### config.mk
export PLATFORM = sky130hd
export DESIGN_NAME = divider
export DESIGN_NICKNAME = d
export VERILOG_FILES = /design/src/rtl/divider_pkg.sv /design/src/rtl/divider_step.sv /design/src/rtl/divider.sv
export SDC_FILE = /design/constraint.sdc
export NUM_CORES = 1
export LEC_CHECK = 0
export ABC_AREA = 1
export ABC_CLOCK_PERIOD_IN_PS = 8600
export CAP_MARGIN = 20
export CORE_MARGIN = 2
export CORE_UTILIZATION = 55
export DETAILED_ROUTE_END_ITERATION = 8
export PLACE_DENSITY = 0.74
export SETUP_SLACK_MARGIN = 0.02
export SKIP_LAST_GASP = 1
export SLEW_MARGIN = 20
export SYNTH_ARGS = -nofsm -noshare
export SYNTH_HDL_FRONTEND = slang
export SYNTH_SLANG_ARGS = --single-unit
### constraint.sdc
create_clock -name clk -period 8.6 [get_ports clk]
set_clock_uncertainty 0.15 [all_clocks]
set_input_delay 2.15 -clock clk [delete_from_list [all_inputs] [get_ports clk]]
set_output_delay 2.15 -clock clk [all_outputs]
set_load 0.02 [all_outputs]
### src/rtl/divider_pkg.sv
// Shared constants, state type and saturation helper for the divider.
package divider_pkg;

    localparam int unsigned CDF_W    = 8;
    localparam int unsigned NUM_W    = 16;
    localparam int unsigned ITER_CNT = 16;
    localparam int unsigned SCALE    = 255;

    // Iteration counter width and trial-remainder width (divisor width plus the shifted-in bit)
    localparam int unsigned CNT_W = $clog2(ITER_CNT);
    localparam int unsigned REM_W = CDF_W + 1;

    typedef enum logic [1:0] {
        LOAD,
        ITER,
        DONE
    } state_e;

    // Clamp a widened quotient to the 8-bit output range
    function automatic logic [CDF_W-1:0] saturate(input logic [NUM_W:0] value);
        if (|value[NUM_W:CDF_W]) begin
            return '1;
        end
        return value[CDF_W-1:0];
    endfunction

endpackage

### src/rtl/divider_step.sv
// One restoring-division step: shift a numerator bit into the partial remainder,
// trial-subtract the divisor, keep the difference when it does not go negative.
module divider_step
    import divider_pkg::*;
(
    input  logic [CDF_W-1:0] rem_i,
    input  logic             num_bit_i,
    input  logic [CDF_W-1:0] denom_i,
    output logic [CDF_W-1:0] rem_o,
    output logic             q_bit_o
);

    logic [REM_W-1:0] trial;

    assign trial   = {rem_i, num_bit_i};
    assign q_bit_o = (trial >= {1'b0, denom_i});
    // After a successful subtract the remainder is below the divisor, so it fits in CDF_W bits
    assign rem_o   = CDF_W'(q_bit_o ? (trial - {1'b0, denom_i}) : trial);

endmodule

### src/rtl/divider.sv
// Free-running normaliser: g_out = floor(cdf_in * 255 / DENOM), recomputed every
// 18 cycles (LOAD, 16 x ITER, DONE) with an iterative restoring divider.
// Optional macro DIVIDER_ROUND_EN: round to nearest (ties up) instead of truncating.
module divider
    import divider_pkg::*;
#(
    parameter logic [CDF_W-1:0] DENOM = 8'd16
) (
    input  logic             clk,
    input  logic             reset,
    input  logic [CDF_W-1:0] cdf_in,
    output logic [CDF_W-1:0] g_out
);

    state_e           state_q;
    logic [CNT_W-1:0] cnt_q;
    logic [NUM_W-1:0] num_q;
    logic [CDF_W-1:0] rem_q;
    logic [NUM_W-1:0] quo_q;

    logic [CDF_W-1:0] step_rem;
    logic             step_q;
    logic             round_inc;
    logic [NUM_W:0]   quo_adj;
    logic [CDF_W-1:0] result;

    divider_step u_step (
        .rem_i     (rem_q),
        .num_bit_i (num_q[NUM_W-1]),
        .denom_i   (DENOM),
        .rem_o     (step_rem),
        .q_bit_o   (step_q)
    );

`ifdef DIVIDER_ROUND_EN
    // Round up when the final remainder is at least half the divisor
    assign round_inc = ({rem_q, 1'b0} >= {1'b0, DENOM});
`else
    assign round_inc = 1'b0;
`endif

    // Final result: optional rounding, then saturation; a zero divisor pins the output high
    always_comb begin
        quo_adj = {1'b0, quo_q} + {{NUM_W{1'b0}}, round_inc};
        if (DENOM == '0) begin
            result = '1;
        end else begin
            result = saturate(quo_adj);
        end
    end

    // Sequencer: LOAD captures the sample, ITER produces one quotient bit per cycle, DONE publishes
    always_ff @(posedge clk) begin
        if (reset) begin
            state_q <= LOAD;
            cnt_q   <= '0;
            num_q   <= '0;
            rem_q   <= '0;
            quo_q   <= '0;
            g_out   <= '0;
        end else begin
            unique case (state_q)
                LOAD: begin
                    num_q   <= NUM_W'(cdf_in) * NUM_W'(SCALE);
                    rem_q   <= '0;
                    quo_q   <= '0;
                    cnt_q   <= '0;
                    state_q <= ITER;
                end
                ITER: begin
                    num_q <= {num_q[NUM_W-2:0], 1'b0};
                    rem_q <= step_rem;
                    quo_q <= {quo_q[NUM_W-2:0], step_q};
                    // Counter wraps back to zero on the last step
                    cnt_q <= cnt_q + CNT_W'(1);
                    if (cnt_q == CNT_W'(ITER_CNT - 1)) begin
                        state_q <= DONE;
                    end
                end
                DONE: begin
                    g_out   <= result;
                    state_q <= LOAD;
                end
                default: begin
                    state_q <= LOAD;
                end
            endcase
        end
    end

    // The output only moves on the DONE edge
    a_g_out_stable : assert property (
        @(posedge clk) disable iff (reset) (state_q != DONE) |=> $stable(g_out)
    );

    // The counter is idle outside ITER
    a_cnt_idle : assert property (
        @(posedge clk) disable iff (reset) (state_q != ITER) |-> (cnt_q == '0)
    );

endmodule

**Yosys cells after proc, flatten, opt, wreduce, memory -nomap -nowiden**

Index checks and enable logic that the tools add are counted.

- Bits in registers: 54
- Bits in latches: 0
- RAM bits: 0
- Memory bits (read-only): 0
- Input bits: 10
- Output and inout bits: 8
- Logic and storage cells: 27
- Memories kept: 0

- Add/subtract/negate cells: 2
- $mul: 1
- Div/mod/pow operators: 0
- $lt $le $gt $ge: 1
- Equal/unequal tests: 4
- Shifts and indexed selects: 0
- Multiplexer cells: 10
- Bitwise gates (word level): 0
- Reductions and logical operators: 3

Operators with widths:

| kind | number |
|---|---|
| one-hot mux 16 bit (2 select lines) | 2 |
| 2-to-1 mux 8 bit | 3 |
| multiplier 8 x 8 -> 16 bit, second input constant | 1 |
| one-hot mux 8 bit (2 select lines) | 1 |
| greater-or-equal comparator 9 x 5 -> 1 bit, second input constant | 1 |
| one-hot mux 4 bit (2 select lines) | 1 |
| OR reduction 8 bit | 1 |
| subtractor 8 x 5 -> 8 bit, second input constant | 1 |
| adder 4 x 1 -> 4 bit, second input constant | 1 |
| equality test 4 bit, second input constant | 1 |
| one-hot mux 2 bit (2 select lines) | 1 |
| equality test 2 x 1 -> 1 bit, second input constant | 1 |
| equality test 2 bit, second input constant | 1 |
| logical NOT 2 bit | 1 |
| 2-to-1 mux 2 bit | 1 |
| inequality test 2 bit, second input constant | 1 |
| nonzero test 2 bit | 1 |
| 2-to-1 mux 1 bit | 1 |

**Logic depth before layout (Yosys ltp)**

- Depth after elaboration: 3
- Gate-level depth with buffers: 20

**Modules after synthesis**

Synthesis repeated with hierarchy kept, for this count alone.

- Cell total of the unflattened synthesis: 602
- Area, all modules: 4,503.1 um^2

By module, submodules not included:

| module | times used | cells an instance | area an instance (um^2) | seq. area each (um^2) |
|---|---|---|---|---|
| divider | 1 | 493 | 3,848.7 | 1,081.0 |
| divider_step | 1 | 109 | 654.4 | 0.0 |

**Worst setup path after synthesis**

No wires, ideal clock.

- Path type: input port to flip-flop
- Start point: input port cdf_in[0]
- End point: register num_q[15]
- Setup time: 0.070 ns
- Arrival time: 5.445 ns
- Data required time: 8.380 ns
- Setup slack: 2.935 ns
- Stages: 19
- Path buffers: 0
- Cell sequence: fa_1 nand2_1 inv_1 nor2_1 ha_1 or2_2 fa_1 inv_1 fa_1 inv_1 ha_1 nand2_1 nor2_1 and2_1 nand2_1 nand3_1 nand2_1 nand3_1 a21oi_1

- Longest elaborated chain between the ends: 2

RTL lines:

| element | line | source |
|---|---|---|
| start, declared | divider.sv:11 | `input logic [CDF_W-1:0] cdf_in,` |
| multiplier 8 x 8 -> 16 bit | divider.sv:64 | `num_q <= NUM_W'(cdf_in) * NUM_W'(SCALE);` |
| one-hot mux 16 bit (2 select lines) | divider.sv:62 | `unique case (state_q)` |
| end signal, assigned | divider.sv:64 |  |
| end signal, assigned | divider.sv:71 | `num_q <= {num_q[NUM_W-2:0], 1'b0};` |
| end, declared | divider.sv:17 | `logic [NUM_W-1:0] num_q;` |

Every way passes these cells.
A chain may end at the register's enable or synchronous reset.

**Worst setup path after layout**

Same ends and word-level chain as after synthesis.

==> results.py <==
metrics = {
    "synthesis": {
        "avgSynthCellArea_sq_um": 7.62,
        "ys.flop_type": "dfxtp_1",
        "synthTopCellsByCount": "134 x inv_1, 94 x nand2_1, 54 x dfxtp_1, 40 x ha_1, 30 x a21oi_1",
        "yosysTopAreaCell": "dfxtp_1",
        "syn_inst": 522,
        "syn_area_sq_um": 3980,
        "synth_edf_count": 0,
        "ys_types": 30,
        "synth.top_cells.by_area": "dfxtp_1 27%, fa_1 15%, inv_1 13%",
        "ys_seq_area_frac": 0.272,
        "synth_top_area_frac": 0.272,
        "synth_most_common_cell": "inv_1",
        "yosys_register_bits": 54,
        "yosys_warnings": 0,
        "synth_nets": 601,
        "synthArstFlopShare": 0,
    },
    "setup_path": {
        "cp_data_arrival_time_ns": 6.30,
        "r2r-end": "g_out[2]",
        "worstReg2RegStart": "state_q[1]",
        "rr_worst_depth": 4,
        "critPathLaunchType": "primary input",
        "cp_max_fo": 6,
        "r2r_setup_slack_ns": 5.98,
        "end_kind": "flip-flop",
        "cp.required_ns": 8.69,
        "critPathKind": "in -> reg",
    },
    "power": {
        "sw_frac_of_total": 0.440,
        "p_seq_frac": 0.256,
        "ir_worst_vdd_uv": 234,
        "power_density_nw_per_um2": 256,
        "pwr-share-clk": 0.163,
        "power.switching_mw": 0.487,
        "combPwrFrac": 0.580,
        "p_int_mw": 0.621,
        "p_leak_nw": 2.07,
    },
    "drt": {
        "firstDrtPassIters": 4,
        "wl_per_cell_microns": 11.9,
        "vias": 3202,
        "dr.first_iter.drc_count": 150,
        "post_drt_via_cell_ratio": 5.07,
        "antenna_left": 0,
        "drt-total-wl_mm": 7.51,
        "drc": 0,
    },
    "final_layout": {
        "area_growth_syn_to_layout_pct": 8.90,
        "layout.nets": 611,
        "antenna_cells": 0,
        "multi_input_area_sq_um": 2310,
        "drive_gt1_frac": 0.0281,
        "final-seq-area_sq_um": 1080,
        "fillers": 699,
        "fin_util": 0.607,
    },
    "grt": {
        "grt_pass1_vias": 3013,
        "antenna_found_initial": 0,
        "grt_util_all_layers": 0.217,
        "grt_start_max_net_pins": 43,
        "grt_remaining_overflow": 0,
        "grt_pass1_wl_mm": 13.7,
    },
    "placed_design": {
        "numPortBuffers": 17,
        "place_hpwl_mm": 5.88,
        "routabilityCongestion": 0.859,
    },
    "clock_network": {
        "root_buffer": "clkbuf_8",
        "cts_setup_buffers": 0,
        "cts_buffer_depth": 2,
        "numCtsBuffers": 5,
        "post_cts_resized": 0,
        "path_clk_slew_ns": 0.10,
        "hold_buffers": 0,
        "cts_tree": "done",
        "cts_num_sinks": 54,
        "htreeDepth": 2,
        "clkLatencyLatePin_ns": 0.31,
    },
    "hold_path": {
        "hold_path.class": "reg -> reg",
        "min-delay-start": "rem_q[7]",
        "holdPathStages": 2,
        "hold_end": "rem_q[7]",
    },
    "timing": {
        "finalMaxSlewViolations": 0,
        "hold_slack_ns": 0.315,
        "setup_viol": 0,
        "worstMarginPinSlew_ns": 0.877,
        "relSlewSlack": 0.415,
        "rsz0062_at_grt": "no",
        "tns_ns": 0,
        "fin_crit_ns": 6.21,
        "layout_worst_path_cycle_share": 0.722,
        "finalHoldViolations": 0,
        "clock.fmax_mhz": 161,
    },
    "floorplanning": {
        "initial_core_util": 0.557,
        "rows": 31,
        "core-area_sq_um": 7140,
        "die_h_microns": 89.0,
        "dieWidth_microns": 89.0,
        "die_area_sq_um": 7930,
        "floorplan.io_pins": 18,
    },
    "job": {
        "cap_viol_max_count": 0,
    },
    "run_status": {
        "run_status": "finished clean",
    },
}
[power groups by stage]
stage / Sequential, mW / Clock [mW] / Combinational (mW)
detailed placement: 0.289 / 0 / 0.641
CTS: 0.284 / 0.184 / 0.648
global placement: 0.289 / 0 / 0.638
global route: 0.286 / 0.193 / 0.763
finish: 0.284 / 0.181 / 0.643
floorplan: 0.286 / 0 / 0.523
[final cells by class]
type | count | share of cell area
Clock buffer | 6 | 0.0191
Clock inverter | 2 | 0.00895
Inverter | 135 | 0.117
Multi-Input combinational cell | 317 | 0.534
Sequential cell | 54 | 0.250
Tap cell | 99 | 0.0286
Timing Repair Buffer | 19 | 0.0427
[worst max path at each step]
stage,start,end
floorplan,cdf_in[0],num_q[15]
global placement,cdf_in[5],num_q[15]
detailed placement,cdf_in[0],num_q[15]
CTS,cdf_in[0],num_q[15]
global route,cdf_in[0],num_q[15]
finish,cdf_in[0],num_q[15]
[flip-flops by register name (all words and copies together) (netlist names)]
name and cells:
num_q 16, quo_q 16, g_out 8, rem_q 8, cnt_q 4, state_q 2
[through the flow]
stage | std cells | instance area [sq um] | total power, mW | worst slack [ns]
after floorplan | 522 | 3980 | 0.809 | 2.93
after global placement | 624 | 4210 | 0.927 | 2.15
after detailed placement | 624 | 4210 | 0.931 | 2.09
after CTS | 632 | 4330 | 1.12 | 2.39
after global routing | 632 | 4330 | 1.24 | 2.07
final | 632 | 4330 | 1.11 | 2.39
[kinds of logic (layout without fill, tap and decap cells)]
kind of cell,after synthesis,count (layout),synth area share
compound gates,81,81,0.122
simple gates,162,162,0.176
fa+ha+maj,69,69,0.272
xor+xnor,5,5,0.0110
flops,54,54,0.272
buf+inv,151,162,0.147
[cell usage in the layout (no fill, tap or decap), drive strengths merged, types with 2 or more instances in the layout]
cell type      count
a22oi              2
nand4              7
a211oi             2
xor2               5
o32ai             12
dfxtp             54
clkbuf             6
o22ai              7
inv              136
fa                29
buf                2
o21ai             16
nand3b             3
clkdlybuf4s50     17
nor2              20
nand2             94
a21oi             30
a31oi             11
nand3             26
nor3               7
nor4               2
ha                40
[worst max-delay path, stage by stage]
cell and delay, ns:
clkdlybuf4s50_1 0.54, fa_1 0.68, nand2_1 0.08, inv_1 0.07, nor2_1 0.05, ha_1 0.17, or2_2 0.30, fa_1 0.51
inv_1 0.05, fa_1 0.52, inv_1 0.04, ha_1 0.34, nand2_1 0.14, nor2_1 0.07, and2_1 0.15, nand2_1 0.07
nand3_1 0.08, nand2_1 0.07, nand3_1 0.07, a21oi_1 0.14
[per-layer routing]
metal	wire, microns	global-route usage	share of wire	vias to the layer above
met5	0	0	0	-
li1	-	-	-	1662
met1	3770	0.310	0.50	1488
met3	175	0.0406	0.023	6
met2	3510	0.348	0.47	46
met4	55	0.0407	0.0073	0
No activity file was read; power rests on OpenSTA's default activity.
==> edit (same flow settings) <==
The option `DIVIDER_ROUND_EN` is turned on by a define.
--- a/src/rtl/divider.sv
+++ b/src/rtl/divider.sv
@@ -1,6 +1,8 @@
 // Free-running normaliser: g_out = floor(cdf_in * 255 / DENOM), recomputed every
 // 18 cycles (LOAD, 16 x ITER, DONE) with an iterative restoring divider.
 // Optional macro DIVIDER_ROUND_EN: round to nearest (ties up) instead of truncating.
+`define DIVIDER_ROUND_EN
+
 module divider
     import divider_pkg::*;
 #(
Function: same outputs for any inputs over 10 cycles, from zero or initial values and one cycle with reset high; that may be too few to reach the edited logic, so the function may still have changed.
==> edit against the original RTL <==
- wire length increased by 19%
- worst setup slack got worse by 96 ps
- via count increased by 14%
- design area increased by 8.8%
- area after synthesis increased by 9.0%
- critical path depth decreased by 1
- power increased by 3.2%
- sequential cell count unchanged
- core utilization increased by 0.59 points
- maximum frequency decreased by 1.5%
- sequential share of layout area decreased by 2.0 points
- cell count increased by 10%
- largest cell class unchanged
- highest routed layer unchanged
==> edit: results <==
group,metric,value,unit
outcome,run_status,"finished clean",
global_route,grt.met1_usage,0.317,
cells_and_area,final_layout_size_suffix_gt1_frac,0.0657,
logic_synthesis,synth.net_count,663,
logic_synthesis,ys.warnings.count,0,
logic_synthesis,postSynthCellCount,582,
setup_path,r2r.worst_path.cells,14,
route,drt-initial-drc-count,130,
logic_synthesis,synth_compound_area_frac,0.143,
placement,place_ws,1970,ps
global_route,grt_pass1_vias,3631,
setup_path,reg2reg_setup_slack,6080,ps
placement,place.detailed.instances,688,
placement,detailed_place_hpwl,6970,um
logic_synthesis,synth.top_cells.by_count,"122 x inv_1, 104 x nand2_1, 54 x dfxtp_1, 44 x nor2_1",
power_and_ir_drop,cellPowerDensity,243,mW/mm^2
route,wl_met2,4000,um
global_route,gr-usage-met3,0.0285,
setup_path,worstSetupEndpoint,"num_q[13]$_SDFFE_PP0P_",
cells_and_area,num-nets-final,674,
global_route,grt_first_pass_wirelength,16000,um
logic_synthesis,adder_cell_fraction_of_synth_area,0.255,
timing,worstMarginPinSlew,765,ps
power_and_ir_drop,leakagePower,2.14,nW
setup_path,worstPathArrival,6390,ps
route,dr_wl_met3,286,um
route,wirelength_met1,4560,um
global_route,grtUsageTotal,0.225,
global_route,gr-usage-met2,0.372,
logic_synthesis,synth_xor_area_frac,0.0182,
route,vias_per_cell,5.26,
logic_synthesis,yosysSeqAreaShare,0.249,
route,drt_pre_antenna_iters,5,
route,wirelength,8910,um
[edit: cell count changes in the layout (fill, tap and decap cells not counted), moves of 6 or more]
cell and change:
nor2_1 +25, a21oi_2 +8, a21oi_1 +12, nand2_1 +10, inv_1 -12, a31oi_1 -6
[edit: how the worst min path moves through the flow]
stage | end | cells after the start | startpoint | slack (ps)
final | num_q[0]$_SDFFE_PP0P_ | 2 | num_q[0]$_SDFFE_PP0P_ | 310
after global routing | num_q[0]$_SDFFE_PP0P_ | 2 | num_q[0]$_SDFFE_PP0P_ | 350
after CTS | num_q[0]$_SDFFE_PP0P_ | 2 | num_q[0]$_SDFFE_PP0P_ | 320
after detailed placement | num_q[0]$_SDFFE_PP0P_ | 2 | num_q[0]$_SDFFE_PP0P_ | 310
after global placement | num_q[0]$_SDFFE_PP0P_ | 2 | num_q[0]$_SDFFE_PP0P_ | 300
after floorplan | rem_q[7]$_SDFFE_PP0P_ | 2 | rem_q[7]$_SDFFE_PP0P_ | 290
[edit: cell type report]
cell class,instances,area [sq um],area share
clock buffer,5,68.8,0.0146
multi-input combinational,390,2740,0.581
timing repair buffer,19,185,0.0393
clock inverter,3,48.8,0.0104
inverter,123,462,0.0980
tap,102,128,0.0271
sequential,54,1080,0.229
[edit: through the flow]
step	hold WS, ps	cell area (sq um)
2_1_floorplan	286	4340
3_3_place_gp	296	4590
3_5_place_dp	305	4590
4_1_cts	319	4710
5_1_grt	346	4710
6_report	312	4710
[edit: kinds of logic (layout without fill, tap and decap cells)]
logic type               Yosys count  after routing
AO/OA/AOI/OAI                    102            102
XOR/XNOR                           9              9
adder cells (fa/ha/maj)           71             71
buffers and inverters            138            150
flip-flops                        54             54
AND/OR/NAND/NOR                  208            208
